File: config.mk
export PLATFORM = sky130hd
export DESIGN_NAME = mmio_timer
export DESIGN_NICKNAME = d
export VERILOG_FILES = /design/src/rtl/mmio_timer_pkg.sv /design/src/rtl/mmio_timer_prescaler.sv /design/src/rtl/mmio_timer.sv
export SDC_FILE = /design/constraint.sdc
export NUM_CORES = 1
export LEC_CHECK = 0
export ABC_CLOCK_PERIOD_IN_PS = 2600
export CORE_MARGIN = 3
export CORE_UTILIZATION = 58
export CTS_BUF_LIST = sky130_fd_sc_hd__clkbuf_4 sky130_fd_sc_hd__clkbuf_8
export DETAILED_ROUTE_END_ITERATION = 7
export HOLD_SLACK_MARGIN = 0.05
export PLACE_DENSITY = 0.85
export SLEW_MARGIN = 20
export SYNTH_ARGS = -nofsm -noshare
export SYNTH_HDL_FRONTEND = slang
export SYNTH_SLANG_ARGS = --single-unit
File: constraint.sdc
create_clock -name clk -period 2.6 [get_ports clk]
set_input_delay 0.39 -clock clk [delete_from_list [all_inputs] [get_ports clk]]
set_output_delay 0.39 -clock clk [all_outputs]
set_load 0.005 [all_outputs]
File: src/rtl/mmio_timer_pkg.sv
// mmio_timer_pkg: shared constants for the memory-mapped timer.
//   Register byte offsets inside the 32-byte window, and bit positions
//   of the CTRL and STATUS fields.
package mmio_timer_pkg;

  // Byte offsets within the register window (A[4:0], word aligned)
  localparam logic [4:0] OFF_CTRL    = 5'h00;
  localparam logic [4:0] OFF_PRESC   = 5'h04;
  localparam logic [4:0] OFF_COUNT   = 5'h08;
  localparam logic [4:0] OFF_CMP     = 5'h0C;
  localparam logic [4:0] OFF_STATUS  = 5'h10;
  localparam logic [4:0] OFF_CAPTURE = 5'h14;

  // CTRL bit positions
  localparam int CTRL_EN    = 0;
  localparam int CTRL_AUTO  = 1;
  localparam int CTRL_IRQEN = 2;

  // STATUS bit positions
  localparam int STAT_MATCH = 0;
  localparam int STAT_CAP   = 1;

endpackage

File: src/rtl/mmio_timer_prescaler.sv
// timer_prescaler: divides the clock by (presc + 1) while enabled.
//   clk      : system clock
//   reset_n  : synchronous active-low reset
//   en       : count enable; when low the divider is held at 0
//   presc    : terminal value of the divider
//   presc_wr : restarts the divider from 0 (new prescale value written)
//   tick     : high in the cycle the divider sits on its terminal value
module timer_prescaler #(
  parameter int PRESC_W = 16
) (
  input  logic               clk,
  input  logic               reset_n,
  input  logic               en,
  input  logic [PRESC_W-1:0] presc,
  input  logic               presc_wr,
  output logic               tick
);

  logic [PRESC_W-1:0] pre_cnt_r;

  // Tick is combinational so the counter can act on it in the same cycle.
  assign tick = en && (pre_cnt_r == presc);

  // Divider state: 0..presc, restarted by reset, disable or a prescale write
  always_ff @(posedge clk) begin
    if (!reset_n) begin
      pre_cnt_r <= {PRESC_W{1'b0}};
    end else if (presc_wr || !en) begin
      pre_cnt_r <= {PRESC_W{1'b0}};
    end else if (pre_cnt_r == presc) begin
      pre_cnt_r <= {PRESC_W{1'b0}};
    end else begin
      pre_cnt_r <= pre_cnt_r + {{(PRESC_W-1){1'b0}}, 1'b1};
    end
  end

endmodule

File: src/rtl/mmio_timer.sv
// mmio_timer: memory-mapped prescaled 32-bit timer with compare/match IRQ.
//   Sits on the data-memory bus in parallel with RAM; RD is zero when the
//   window is not selected so it can be OR-ed with RAM read data.
//   clk     : system clock
//   reset_n : synchronous active-low reset
//   A       : byte address (A[1:0] ignored, word access only)
//   WE / RE : store / load strobes
//   WD / RD : store data / combinational load data
//   irq     : level interrupt, (MATCH [| CAP]) & IRQ_EN
// Optional build macro TIMER_CAPTURE_EN adds capture_in (asynchronous)
//   and a CAPTURE register at offset 0x14 with STATUS.CAP flag.
module mmio_timer
  import mmio_timer_pkg::*;
#(
  parameter int                ADDR_W    = 10,
  parameter logic [ADDR_W-1:0] BASE_ADDR = 10'h3E0,
  parameter int                PRESC_W   = 16
) (
  input  logic              clk,
  input  logic              reset_n,
  input  logic [ADDR_W-1:0] A,
  input  logic              WE,
  input  logic              RE,
  input  logic [31:0]       WD,
  output logic [31:0]       RD,
`ifdef TIMER_CAPTURE_EN
  input  logic              capture_in,
`endif
  output logic              irq
);

  logic               sel_s;
  logic [4:0]         off_s;
  logic               wr_ctrl_s, wr_presc_s, wr_count_s, wr_cmp_s, wr_status_s;
  logic               tick_s, step_s, hit_s;
  logic [31:0]        rd_mux_s;
  logic               cap_flag_s;
  logic [31:0]        capture_s;
  logic               unused_s;

  logic               ctrl_en_r, ctrl_auto_r, ctrl_irqen_r;
  logic [PRESC_W-1:0] presc_r;
  logic [31:0]        count_r;
  logic [31:0]        cmp_r;
  logic               match_r;

  assign unused_s = &{1'b0, A[1:0]};

  assign sel_s = (A[ADDR_W-1:5] == BASE_ADDR[ADDR_W-1:5]);
  assign off_s = {A[4:2], 2'b00};

  assign wr_ctrl_s   = sel_s && WE && (off_s == OFF_CTRL);
  assign wr_presc_s  = sel_s && WE && (off_s == OFF_PRESC);
  assign wr_count_s  = sel_s && WE && (off_s == OFF_COUNT);
  assign wr_cmp_s    = sel_s && WE && (off_s == OFF_CMP);
  assign wr_status_s = sel_s && WE && (off_s == OFF_STATUS);

  timer_prescaler #(.PRESC_W(PRESC_W)) u_presc (
    .clk      (clk),
    .reset_n  (reset_n),
    .en       (ctrl_en_r),
    .presc    (presc_r),
    .presc_wr (wr_presc_s),
    .tick     (tick_s)
  );

  // A CTRL store that clears EN suppresses the step on that same edge.
  assign step_s = tick_s && !(wr_ctrl_s && !WD[CTRL_EN]);
  assign hit_s  = step_s && (count_r == cmp_r);

  // CTRL register
  always_ff @(posedge clk) begin
    if (!reset_n) begin
      ctrl_en_r    <= 1'b0;
      ctrl_auto_r  <= 1'b0;
      ctrl_irqen_r <= 1'b0;
    end else if (wr_ctrl_s) begin
      ctrl_en_r    <= WD[CTRL_EN];
      ctrl_auto_r  <= WD[CTRL_AUTO];
      ctrl_irqen_r <= WD[CTRL_IRQEN];
    end else begin
      ctrl_en_r    <= ctrl_en_r;
      ctrl_auto_r  <= ctrl_auto_r;
      ctrl_irqen_r <= ctrl_irqen_r;
    end
  end

  // PRESC and CMP registers
  always_ff @(posedge clk) begin
    if (!reset_n) begin
      presc_r <= {PRESC_W{1'b0}};
      cmp_r   <= 32'h0;
    end else begin
      presc_r <= wr_presc_s ? WD[PRESC_W-1:0] : presc_r;
      cmp_r   <= wr_cmp_s ? WD : cmp_r;
    end
  end

  // COUNT: a software store wins over the hardware increment/reload
  always_ff @(posedge clk) begin
    if (!reset_n) begin
      count_r <= 32'h0;
    end else if (wr_count_s) begin
      count_r <= WD;
    end else if (step_s) begin
      count_r <= (hit_s && ctrl_auto_r) ? 32'h0 : count_r + 32'h1;
    end else begin
      count_r <= count_r;
    end
  end

  // STATUS.MATCH: a hardware set wins over a write-1-to-clear
  always_ff @(posedge clk) begin
    if (!reset_n) begin
      match_r <= 1'b0;
    end else if (hit_s) begin
      match_r <= 1'b1;
    end else if (wr_status_s && WD[STAT_MATCH]) begin
      match_r <= 1'b0;
    end else begin
      match_r <= match_r;
    end
  end

`ifdef TIMER_CAPTURE_EN
  logic        sync1_r, sync2_r, sync3_r;
  logic        cap_rise_s;
  logic        cap_r;
  logic [31:0] capture_r;

  // Two-flop synchronizer plus one delay stage for rising-edge detection
  always_ff @(posedge clk) begin
    if (!reset_n) begin
      sync1_r <= 1'b0;
      sync2_r <= 1'b0;
      sync3_r <= 1'b0;
    end else begin
      sync1_r <= capture_in;
      sync2_r <= sync1_r;
      sync3_r <= sync2_r;
    end
  end

  assign cap_rise_s = sync2_r && !sync3_r;

  // CAPTURE latch and STATUS.CAP (set wins over write-1-to-clear)
  always_ff @(posedge clk) begin
    if (!reset_n) begin
      capture_r <= 32'h0;
      cap_r     <= 1'b0;
    end else if (cap_rise_s) begin
      capture_r <= count_r;
      cap_r     <= 1'b1;
    end else if (wr_status_s && WD[STAT_CAP]) begin
      capture_r <= capture_r;
      cap_r     <= 1'b0;
    end else begin
      capture_r <= capture_r;
      cap_r     <= cap_r;
    end
  end

  assign cap_flag_s = cap_r;
  assign capture_s  = capture_r;
`else
  assign cap_flag_s = 1'b0;
  assign capture_s  = 32'h0;
`endif

  // Read mux over the register window; unused offsets read zero
  always_comb begin
    rd_mux_s = 32'h0;
    case (off_s)
      OFF_CTRL:    rd_mux_s = {29'h0, ctrl_irqen_r, ctrl_auto_r, ctrl_en_r};
      OFF_PRESC:   rd_mux_s = {{(32-PRESC_W){1'b0}}, presc_r};
      OFF_COUNT:   rd_mux_s = count_r;
      OFF_CMP:     rd_mux_s = cmp_r;
      OFF_STATUS:  rd_mux_s = {30'h0, cap_flag_s, match_r};
      OFF_CAPTURE: rd_mux_s = capture_s;
      default:     rd_mux_s = 32'h0;
    endcase
  end

  assign RD  = (sel_s && RE) ? rd_mux_s : 32'h0;
  assign irq = (match_r || cap_flag_s) && ctrl_irqen_r;

endmodule

======== Yosys cells after proc, flatten, opt, wreduce, memory -nomap -nowiden ========
Index checks and enable logic that the tools add are counted.
storage, ports and cells
  register bits ........................... 100
  bits of input ports ..................... 46
  output and inout bits ................... 33
cells by class
  equality and inequality tests ........... 7
  $add $sub $neg .......................... 2
  bitwise logic cells ..................... 1
  reductions and logical operators ........ 22
  multiplexer cells ....................... 7
operators with widths
  operator                                              count
  one-hot mux 32 bit (5 select lines)                   1
  2-to-1 mux 32 bit                                     4
  adder 32 x 1 -> 32 bit (second input constant)        1
  equality test 32 bit                                  1
  adder 16 x 1 -> 16 bit (second input constant)        1
  equality test 16 bit                                  1
  logical AND 1 bit                                     14
  equality test 3 x 2 -> 1 bit (second input constant)  2
  equality test 5 bit (second input constant)           1
  zero test 5 bit                                       1
  nonzero test 2 bit                                    2
  equality test 3 x 1 -> 1 bit (second input constant)  1
  equality test 3 bit (second input constant)           1
  zero test 1 bit                                       3
  OR reduction 3 bit                                    1
  2-to-1 mux 1 bit                                      2
  logical OR 1 bit                                      1
  inverter 1 bit                                        1

======== Longest topological paths before layout ========
  word-level depth ........................ 11
  mapped depth ............................ 9
  depth with buffers taken out ............ 7

======== By module ========
A second synthesis with hierarchy kept.
unflattened totals
  cell total of the unflattened synthesis .. 740
  area, all modules ....................... 5,943.2 um^2
modules (own cells, without submodules)
  module           instances  sequential area each (um^2)  area each (um^2)  cells each
  mmio_timer       1          1,681.6                      5,033.6           641
  timer_prescaler  1          320.3                        909.6             99

======== Worst setup path after synthesis ========
Ideal clock, no wire load.
  kind .................................... input port to output port
  start point ............................. input A[3]
  end point ............................... output RD[10]
  arrival time ............................ 1.833 ns
  stages on the path ...................... 7
  data required time ...................... 2.210 ns
  path buffers ............................ 2
  setup slack ............................. 0.377 ns
  cells stage by stage .................... or2_2 > nand2_1 > nand4_1 > or2_2 > clkbuf_1 > clkbuf_1 > nor2_1
on the way
  longest elaborated chain between the ends .. 3
  elaborated cells on any way between the ends .. 7
RTL lines
  element                                      RTL line           source
  start, declared                              mmio_timer.sv:21   input logic [ADDR_W-1:0] A,
  equality test 3 bit (tied with other cells)  mmio_timer.sv:173  case (off_s)
  one-hot mux 32 bit (5 select lines) *        mmio_timer.sv:173
  2-to-1 mux 32 bit *                          mmio_timer.sv:184  assign RD = (sel_s && RE) ? rd_mux_s : 32'h0;
  end, declared                                mmio_timer.sv:25   output logic [31:0] RD,
Mark *: on every way between the ends. The rest lies on a longest branch, timed or not.

======== Worst setup path after layout ========
  start point ............................. input A[2]
  end point ............................... output RD[3]
Same word-level chain as after synthesis.

==> metrics <==
status complete, but fails checks; failing checks setup timing; critical path endpoint category primary output; Worst IR Drop VDD 0.542 mV; per-cell routed wire length 19.4 um; pin count of the biggest net entering global routing 43; die area 11600 um^2; fraction of registers with async set or reset after synthesis 0; 1st-pass router iterations 6; crit path time final 2620 ps; largest stage delay on the critical path 530 ps; share of the synthesized area in the top cell type 0.334; most common cell after layout, fill and taps aside dfxtp_1; EDFF count, synth 0; Slew HR 0.604; row count 36; clock root buffer clkbuf_8; Yosys warning count 0; Die Wd 108 um; total number of vias 6531; Hold WS 490 ps; DP Area 7080 um^2; Yosys reg bits 100; fin util 0.751; Slowest cell on crit path clkdlybuf4s50_1; I/O pins 79; clk buf depth 2; RSZ-0062 raised after global routing yes; Mean Syn Cell Area 7.63 um^2; critical path cell sequence dlygate4sd2_1 -> or2_2 -> nand2_1 -> nand4_1 -> or2_4 -> nor2_1 -> clkdlybuf4s50_1; Tot Pwr 2.98 mW; Mapped Cells 785; final WL 19600 um; fin. max-slew vios 0; gr usage total 0.342; CTS Buf Count 9; CTS tree done; worst-margin pin slew 592 ps; dpl hpwl 13900 um; Syn Nets 833; DR iter-0 viols 727; power per cell area 401 nW/um^2; port bufs 76; # Max-Cap Violations 0; Max Freq 381 MHz; top cells by area, synth dfxtp_1 (33%), nand2_1 (6.1%), a21oi_1 (5.8%), xnor2_1 (5.7%), nor2_1 (5.3%); Final WS setup -23.7 ps; ys flop type dfxtp_1; critical path peak fanout 15; Die Ht 108 um; vias in the first global route 6333; Fill cells 724; # diodes 0; CTS sink cnt 100; Setup crit start kind input port; Final Setup Violations 2; initial antenna violation count 0; Area Growth Syn to Fin 24.1%; Final Hold Vio Count 0; first-pass GRT wire length 31500 um; LEAKAGE 2.73 nW; Avg Vias per Cell 6.46; Final Skew 14.6 ps; Worst Hold Class flop to flop; fin nets 921; CTS HTree Levels 3; starting density of the core 0.605; layout cell share with drive strength beyond 1 0.126; post-synthesis instance area 5990 um^2; Post-DRT Antenna Nets 0; sequential share of the synthesized area 0.334; CP Data Arrival Time 2230 ps; most frequent cells in the layout dfxtp_1 (100), nand2_1 (97), nor2_1 (82), a21oi_1 (69); Period Utilization, post-route 1.01; setup TNS -25.9 ps; critical path class input port to primary output; cell taking the most area after synthesis dfxtp_1; Clock Pin Slew Worst Setup and Hold Paths 90 ps; gr ovfl total 0; synth unique cells 63; Finished Cell Area 7440 um^2; Required @ worst endpoint 2210 ps; drc violations 0; GP Congestion 0.938; area of the core 9910 um^2; clock latency at the later pin of the worst-skew pair 390 ps
[routing by layer]
layer	up-vias	GRT usage	wire [um]	share of wire
li1	2976	-	-	-
met4	0	0.130	641	0.033
met2	394	0.556	9160	0.47
met5	-	0	0	0
met3	75	0.0858	2060	0.11
met1	3086	0.435	7750	0.40
[through the flow]
step | instances | setup WS (ps)
6_report | 1011 | -23.7
5_1_grt | 1011 | -118
4_1_cts | 1006 | -2.06
3_5_place_dp | 984 | -263
3_3_place_gp | 984 | -211
2_1_floorplan | 785 | 377
[cell families after synthesis]
kind of cell	after synthesis	synth area share
multiplexers	27	0.0511
AND/OR/NAND/NOR	312	0.254
AO/OA/AOI/OAI	202	0.206
flip-flops	100	0.334
XOR/XNOR	63	0.0921
adder cells (fa/ha/maj)	2	0.00417
buffers and inverters	79	0.0585
[final timing paths]
path,start,end,slack [ps],cells past startpoint
worst min-delay path,cmp_r[13]$_SDFFE_PN0P_,cmp_r[13]$_SDFFE_PN0P_,490,2
worst min register to register,cmp_r[13]$_SDFFE_PN0P_,cmp_r[13]$_SDFFE_PN0P_,490,2
worst max register to register,count_r[1]$_SDFFE_PN0P_,count_r[29]$_SDFFE_PN0P_,130,6
worst max-delay path,A[2],RD[3],-20,7
[sequential cells by signal, indices dropped and copies added (netlist names)]
register           count
cmp_r                 32
count_r               32
ctrl_auto_r            1
ctrl_en_r              1
ctrl_irqen_r           1
match_r                1
presc_r               16
u_presc.pre_cnt_r     16
[report_power, final]
part / internal (mW) / switching (mW) / total [mW]
Sequential: 1.56 / 0.0566 / 1.62
Clock: 0.357 / 0.581 / 0.938
Combinational: 0.213 / 0.217 / 0.430
[cell usage after synthesis, types with 7 or more instances]
master	instances
o21ai_0	47
nand3_1	34
nor4_1	14
a22oi_1	30
dfxtp_1	100
clkbuf_1	47
nor3_1	21
o31ai_1	8
nor2_1	84
xor2_1	24
xnor2_1	39
nand2_1	97
and4_1	7
a31oi_1	20
mux2i_1	19
nand4_1	18
a21oi_1	69
inv_1	12
[final cells by class]
type / count / area, um^2 / share of cell area
Multi-Input combinational cell: 606 / 3660 / 0.492
Clock inverter: 6 / 41.3 / 0.00555
Tap cell: 133 / 166 / 0.0224
Timing Repair Buffer: 143 / 1390 / 0.187
Sequential cell: 100 / 2000 / 0.269
Inverter: 13 / 48.8 / 0.00656
Clock buffer: 10 / 131 / 0.0177
[timing repair]
item / CTS / global route
buffers inserted: 3 / 5
pin swaps: 0 / 7
gates cloned: 3 / 0
hold buffers: 0 / 0
setup endpoints to repair: 32 / 30
endpoints found under the hold margin: 0 / 0
resized for setup: 13 / 20
[worst max-delay path: cells and delay by family]
kind / cells / cell delay [ps]
simple gates: 5 / 1000
buf+inv: 2 / 840
Power figures use the tool's default switching activity.
